## src/rtl/estimador_matvec_mac3.sv

```systemverilog
// Sequential Q-format 3x3 matrix * 3-vector multiply (y = M*x) through one shared multiplier.
// One MAC per cycle; each row is floored, saturated and stored before moving to the next.
module estimador_matvec_mac3 #(
    parameter int DATA_W = 32,
    parameter int FRAC_W = 16
) (
    input  logic              ap_clk,
    input  logic              ap_rst_n,
    input  logic              ap_start,
    output logic              ap_done,
    output logic              ap_idle,
    output logic              ap_ready,
    input  logic [DATA_W-1:0] m_0_0,
    input  logic [DATA_W-1:0] m_0_1,
    input  logic [DATA_W-1:0] m_0_2,
    input  logic [DATA_W-1:0] m_1_0,
    input  logic [DATA_W-1:0] m_1_1,
    input  logic [DATA_W-1:0] m_1_2,
    input  logic [DATA_W-1:0] m_2_0,
    input  logic [DATA_W-1:0] m_2_1,
    input  logic [DATA_W-1:0] m_2_2,
    input  logic [DATA_W-1:0] x_0,
    input  logic [DATA_W-1:0] x_1,
    input  logic [DATA_W-1:0] x_2,
    output logic [DATA_W-1:0] y_0_out,
    output logic [DATA_W-1:0] y_1_out,
    output logic [DATA_W-1:0] y_2_out,
    output logic              y_0_out_ap_vld,
    output logic              y_1_out_ap_vld,
    output logic              y_2_out_ap_vld
);
    localparam int PROD_W = 2 * DATA_W;
    localparam int ACC_W  = 2 * DATA_W + 2;

    typedef enum logic [1:0] {IDLE, MAC, FIN, DONE} state_t;

    state_t                   state;
    logic [8:0][DATA_W-1:0]   m_r;
    logic [2:0][DATA_W-1:0]   x_r;
    logic [2:0][DATA_W-1:0]   y_r;
    logic [1:0]               row;
    logic [1:0]               col;
    logic signed [ACC_W-1:0]  acc;

    logic [3:0]               m_idx;
    logic signed [PROD_W-1:0] m_ext;
    logic signed [PROD_W-1:0] x_ext;
    logic signed [PROD_W-1:0] prod;
    logic signed [ACC_W-1:0]  acc_sum;
    logic signed [ACC_W-1:0]  acc_shr;
    logic [ACC_W-DATA_W:0]    acc_hi;
    logic [DATA_W-1:0]        r_sat;

    assign m_idx   = 4'(row) * 4'd3 + 4'(col);
    assign m_ext   = PROD_W'($signed(m_r[m_idx]));
    assign x_ext   = PROD_W'($signed(x_r[col]));
    assign prod    = m_ext * x_ext;
    assign acc_sum = acc + ACC_W'(prod);
    assign acc_shr = acc >>> FRAC_W;
    // Result fits only if every bit above the DATA_W-1 sign bit matches it.
    assign acc_hi  = acc_shr[ACC_W-1:DATA_W-1];

    always_comb begin
        r_sat = acc_shr[DATA_W-1:0];
        if (acc_hi != '0 && acc_hi != '1)
            r_sat = acc_shr[ACC_W-1] ? {1'b1, {(DATA_W-1){1'b0}}} : {1'b0, {(DATA_W-1){1'b1}}};
    end

    always_ff @(posedge ap_clk or negedge ap_rst_n) begin
        if (!ap_rst_n) begin
            state          <= IDLE;
            m_r            <= '0;
            x_r            <= '0;
            y_r            <= '0;
            row            <= '0;
            col            <= '0;
            acc            <= '0;
            ap_done        <= 1'b0;
            ap_ready       <= 1'b0;
            ap_idle        <= 1'b1;
            y_0_out        <= '0;
            y_1_out        <= '0;
            y_2_out        <= '0;
            y_0_out_ap_vld <= 1'b0;
            y_1_out_ap_vld <= 1'b0;
            y_2_out_ap_vld <= 1'b0;
        end else begin
            ap_done        <= 1'b0;
            ap_ready       <= 1'b0;
            y_0_out_ap_vld <= 1'b0;
            y_1_out_ap_vld <= 1'b0;
            y_2_out_ap_vld <= 1'b0;
            case (state)
                IDLE: begin
                    if (ap_start) begin
                        m_r     <= {m_2_2, m_2_1, m_2_0, m_1_2, m_1_1, m_1_0, m_0_2, m_0_1, m_0_0};
                        x_r     <= {x_2, x_1, x_0};
                        row     <= '0;
                        col     <= '0;
                        acc     <= '0;
                        ap_idle <= 1'b0;
                        state   <= MAC;
                    end
                end
                MAC: begin
                    acc <= acc_sum;
                    if (col == 2'd2) state <= FIN;
                    else             col   <= col + 2'd1;
                end
                FIN: begin
                    y_r[row] <= r_sat;
                    acc      <= '0;
                    if (row == 2'd2) begin
                        // Outputs and pulses are registered here so they appear in DONE.
                        y_0_out        <= y_r[0];
                        y_1_out        <= y_r[1];
                        y_2_out        <= r_sat;
                        ap_done        <= 1'b1;
                        ap_ready       <= 1'b1;
                        y_0_out_ap_vld <= 1'b1;
                        y_1_out_ap_vld <= 1'b1;
                        y_2_out_ap_vld <= 1'b1;
                        state          <= DONE;
                    end else begin
                        row   <= row + 2'd1;
                        col   <= '0;
                        state <= MAC;
                    end
                end
                DONE: begin
                    ap_idle <= 1'b1;
                    state   <= IDLE;
                end
                default: state <= IDLE;
            endcase
        end
    end
endmodule

```

## config.mk

```make
export PLATFORM = sky130hd
export DESIGN_NAME = estimador_matvec_mac3
export DESIGN_NICKNAME = d
export VERILOG_FILES = /design/src/rtl/estimador_matvec_mac3.sv
export SDC_FILE = /design/constraint.sdc
export NUM_CORES = 2
export LEC_CHECK = 0
export CAP_MARGIN = 10
export CELL_PAD_IN_SITES_DETAIL_PLACEMENT = 1
export CELL_PAD_IN_SITES_GLOBAL_PLACEMENT = 1
export CORE_MARGIN = 2
export CORE_UTILIZATION = 52
export DETAILED_ROUTE_END_ITERATION = 6
export PLACE_DENSITY_LB_ADDON = 0.1
export SLEW_MARGIN = 20
export SYNTH_ARGS = -nofsm -noshare
export SYNTH_HDL_FRONTEND = slang
export SYNTH_SLANG_ARGS = --single-unit
export TNS_END_PERCENT = 20
```

## constraint.sdc

```tcl
create_clock -name ap_clk -period 17.85 [get_ports ap_clk]
set_input_delay 3.57 -clock ap_clk [delete_from_list [all_inputs] [get_ports ap_clk]]
set_output_delay 3.57 -clock ap_clk [all_outputs]
set_load 0.03 [all_outputs]
```

* After elaboration in Yosys (flattened, before gate mapping)
Cells that the tools add are included.
Operators by class: reduce and logical (&&, ||, !) cells 14, mux-type cells 25, $mul 2, equality and inequality tests 10, order comparisons 4, add/subtract/negate cells 4
Operators with widths (number):
- 66-bit one-hot mux with 3 select lines | 1
- 32-bit two-way mux | 5
- 32-bit binary-select mux with 4-bit select | 1
- 96-bit bitwise mux | 1
- 66-bit by 64-bit adder with 66-bit output | 1
- 66-bit two-way mux | 1
- 32-bit binary-select mux with 2-bit select | 1
- 32-bit demux with 2-bit select | 1
- 32-bit by 32-bit multiplier with 64-bit output | 1
- 35-bit inequality test (second input constant) | 1
- 35-bit nonzero test | 1
- 2-bit two-way mux | 7
- 2-bit AND reduction | 5
- 2-bit == test (second input constant) | 4
- 2-bit inequality test (second input constant) | 4
- 2-bit one-hot mux with 4 select lines | 1
- 2-bit by 3-bit less-than comparator with 1-bit output (second input constant) | 2
- 2-bit one-hot mux with 3 select lines | 1
- 4-bit by 5-bit less-than comparator with 1-bit output (second input constant) | 1
- 2-bit by 1-bit adder with 2-bit output (second input constant) | 2
- 4-bit by 2-bit adder with 4-bit output | 1
- 2-bit by 2-bit multiplier with 4-bit output (second input constant) | 1
- 2-bit one-hot mux with 2 select lines | 1
- 4-bit AND reduction | 1
- 9 further kinds | 13
Word-level totals: flip-flop bits (word level) 650, input bits 387, logic and storage cells 83

* Depth between registers and ports, before layout
depth in word-level cells 7, depth in mapped cells 38, depth with buffers taken out 34

* Worst setup path after synthesis
Ideal clock, no wire load.
path kind reg-to-reg, start point reg row[0], end point reg acc[56], path slack 6.717 ns, library setup time 0.126 ns, cell stages (with the launch flop) 34, arrival time 11.007 ns, data required time 17.724 ns, buffers on the path 4, period minus slack after synthesis 11.133 ns, cell sequence dfrtp_1 -> fa_1 -> ha_1 -> fa_1 -> clkbuf_1 -> clkbuf_1 -> mux2i_1 -> o21ai_1 -> clkbuf_1 -> nand2_1 -> fa_1 -> fa_1 -> inv_1 -> fa_1 -> inv_1 -> fa_1 -> inv_1 -> fa_1 -> fa_1 -> fa_1 -> inv_1 -> fa_1 -> inv_1 -> ha_1 -> clkbuf_1 -> nand3_1 -> nor2_1 -> nand4_1 -> or4_4 -> o32ai_4 -> o21ai_2 -> a21oi_2 -> a211oi_1 -> a221o_1
Between the ends: cells in the longest elaborated chain, start to end 7
RTL lines:
- start, declared | line 41 | logic [1:0] row;
- start signal, assigned | line 125 | row <= row + 2'd1;
- 2-bit by 2-bit multiplier with 4-bit output | line 54 | assign m_idx = 4'(row) * 4'd3 + 4'(col);
- 4-bit by 2-bit adder with 4-bit output | line 54
- 32-bit binary-select mux with 4-bit select | line 55 | assign m_ext = PROD_W'($signed(m_r[m_idx]));
- 32-bit two-way mux (not written as such) | line 55
- 32-bit by 32-bit multiplier with 64-bit output | line 57 | assign prod = m_ext * x_ext;
- 66-bit by 64-bit adder with 66-bit output | line 58 | assign acc_sum = acc + ACC_W'(prod);
- 66-bit one-hot mux with 3 select lines | line 93 | case (state)
- end signal, assigned | line 106 | acc <= acc_sum;
- end, declared | line 43 | logic signed [ACC_W-1:0] acc;
No other way between the ends. The select of a mux whose other input is x is not followed. A chain may end at the register's enable or synchronous reset.

* Worst setup path after layout
start point reg col[1], end point reg acc[63]
Between the ends: cells in the longest elaborated chain, start to end 6
RTL lines:
- start, declared | line 42 | logic [1:0] col;
- start signal, assigned | line 108 | else col <= col + 2'd1;
- 4-bit by 2-bit adder with 4-bit output | line 54
- 32-bit binary-select mux with 4-bit select | line 55
- 32-bit two-way mux (not written as such) | line 55
- 32-bit by 32-bit multiplier with 64-bit output (*) | line 57
- 66-bit by 64-bit adder with 66-bit output (*) | line 58
- 66-bit one-hot mux with 3 select lines (*) | line 93
Mark *: on every way between the ends. The rest lies on a longest branch, timed or not. The select of a mux whose other input is x is not followed.

==> qor.txt <==
Netlist cell types -> 75
iteration-0 DRC count of the detailed router -> 4,038
Worst Path Class, Setup -> reg -> reg
max-slew violation count -> 0
GPL Wtd Cong -> 0.933
Die Ht -> 360 µm
number of synthesized flops with an enable pin -> 0
Avg Cell Area, Syn -> 10.5 µm²
Final period util -> 71.1%
fin util -> 59.9%
total gr overflow -> 0
I/O pins -> 489
yosys synthesis warning count -> 0
nets -> 8,485
Top FF cell, synth -> dfrtp_1
Critical Path Fanout Max -> 34
vias in the first global route -> 55,717
WP buf/inv -> 10
Post-CTS Setup Bufs -> 0
DRT antenna net count -> 0
die width -> 360 µm
Critical Path RT -> 18,380 ps
residual DRC count -> 0
Synth area leaders -> fa_1 38%, dfrtp_1 23%, mux2_2 7.7%
startpoint types -> flip-flop
Tightest Pin Transition -> 1090 ps
DRT Wirelength -> 232,000 µm
post-synth top area share -> 37.6%
Fin Setup TNS -> 0 ps
Final Critical Period -> 12,690 ps
port bufs -> 488
post-CTS sizing -> 0
WL/cell -> 27.7 µm
Yosys top cell by area -> fa_1
placed wire-length estimate -> 180,000 µm
cell family with most CP delay -> adder cells
initial antenna violation count -> 57
endpoint type of the worst setup path -> flip-flop
later-pin clock latency in the skew report -> 710 ps
Slowest cell on crit path -> dfrtp_2
vias -> 48,264
Worst Hold Class -> reg -> reg
Via density -> 5.76
PnR worst setup slack -> 5160 ps
post-synthesis sequential area ratio -> 23.5%
Syn Nets -> 8,127
Async S/R FF share, synth -> 100%
worst slack at placement -> 5240 ps
first-pass GRT wire length -> 350,000 µm
# rows -> 130
CORE AREA -> 126,000 µm²
Initial Util -> 52.3%
number of hold buffers added after CTS -> 0
slowest stage delay, CP -> 760 ps
status -> completed
layout cells sized above 1 -> 12.1%
clk sinks -> 618
cts bufs inserted -> 73
FF+latch count, synth -> 618
Clock Skew -> 68.0 ps
Worst slew margin -> 27.2%
die area -> 129,000 µm²
final hold violation count -> 0
Reg clk slew, reported paths -> 60 ps
Max Cap Viol -> 0
Fmax achieved -> 78.8 MHz
Crit path arrival time -> 13,230 ps
synth-to-layout area growth -> 14.5%
area of the mapped netlist -> 65,700 µm²
endpoints failing setup -> 0
H-tree Lvls -> 3
TritonCTS clock tree -> built
TritonRoute pass-1 iters -> 6
Clock Tree Root -> clkbuf_16
RSZ-0062 raised after global routing -> no
Total GRT Usage -> 36.5%
CP dominant cell by count -> fa_1
Cells after Synth -> 6,277
pin count of the biggest net entering global routing -> 164
Clock Path Buffers -> 3
through the flow:
step           std cells  cell area, µm²  hold slack (ps)
6_report            8384           75200              476
5_1_grt             8381           75200              506
4_1_cts             8338           75100              479
3_5_place_dp        8209           72600              466
3_3_place_gp        8209           72600              458
2_1_floorplan       6277           65700              446
cell families after synthesis:
group	synth area share, %
adders and majority gates	42.0
muxes	10.9
DFF	23.5
buffers and inverters	9.23
and+or+nand+nor	8.65
AOI/OAI and AO/OA	4.80
xor gates and xnor gates	0.973
placed cells by master (no fill, tap or decap), drive strengths merged, types with 37 or more instances in the layout:
master            n
mux2i            65
clkbuf           97
nor2            511
fa             1235
nand2           766
diode            45
mux4             64
ha              228
inv            1297
o21a             42
mux2            448
a21oi            97
o21ai           259
buf             108
dfrtp           617
xnor2            50
a21o             37
clkdlybuf4s50   487
path summary, 6_finish.rpt:
path                                     startpoint                       to  slack [ps]  depth (start not counted)
worst min-delay path            y_r[48]$_DFFE_PN0P_      y_r[48]$_DFFE_PN0P_         480                          2
max in group asynchronous                  ap_rst_n     m_r[214]$_DFFE_PN0P_       11530                          5
min in group asynchronous                  ap_rst_n  y_0_out[24]$_DFFE_PN0P_        2910                          1
worst max register to register   col[1]$_DFFE_PN0P_      acc[63]$_DFFE_PN0P_        5160                         35
worst min register to register  y_r[48]$_DFFE_PN0P_      y_r[48]$_DFFE_PN0P_         480                          2
worst max-delay path             col[1]$_DFFE_PN0P_      acc[63]$_DFFE_PN0P_        5160                         35
final cells by class:
cell class                      instances  area, µm²
Clock inverter                         32        482
Inverter                             1290       4840
Timing Repair Buffer                  595       5730
Clock buffer                           97       2000
Antenna cell                           45        113
Multi-Input combinational cell       4057      44500
Tap cell                             1650       2060
Fill cell                           13358      50300
Sequential cell                       618      15500
registers in the layout, indices dropped and copies added, names as in the netlist:
signal,count
col,2
y_0_out,32
row,2
y_2_out,32
y_r,64
x_r,96
ap_idle,1
acc,66
m_r,288
state,2
y_2_out_ap_vld,1
y_1_out,32
synthesized netlist by cell type, drive strengths merged (42+ instances only):
cell	n
a21oi	97
buf	43
clkbuf	269
dfrtp	617
fa	1235
ha	228
inv	1290
mux2	448
mux2i	65
mux4	64
nand2	766
nor2	511
o21a	42
o21ai	259
xnor2	50
worst reg2reg max path: cells and delay by family, from the launching register on:
kind,cells,cell delay (ps)
AO/OA/AOI/OAI,9,2790
XOR/XNOR,1,180
adder cells (fa/ha/maj),11,5690
buffers and inverters,10,2140
flip-flops,1,760
multiplexers,2,700
AND/OR/NAND/NOR,2,270
routing by layer:
layer  routed length (µm)  global-route usage, %  part of all wire, %
met5                  194                      0                0.084
met4                13200                   19.2                  5.7
met3                20000                   9.15                  8.6
met2               111000                   59.3                   48
met1                87100                   45.3                   38
Power is not shown: default switching activity piles up to over one toggle a cycle in this logic, so the estimate is an artifact.
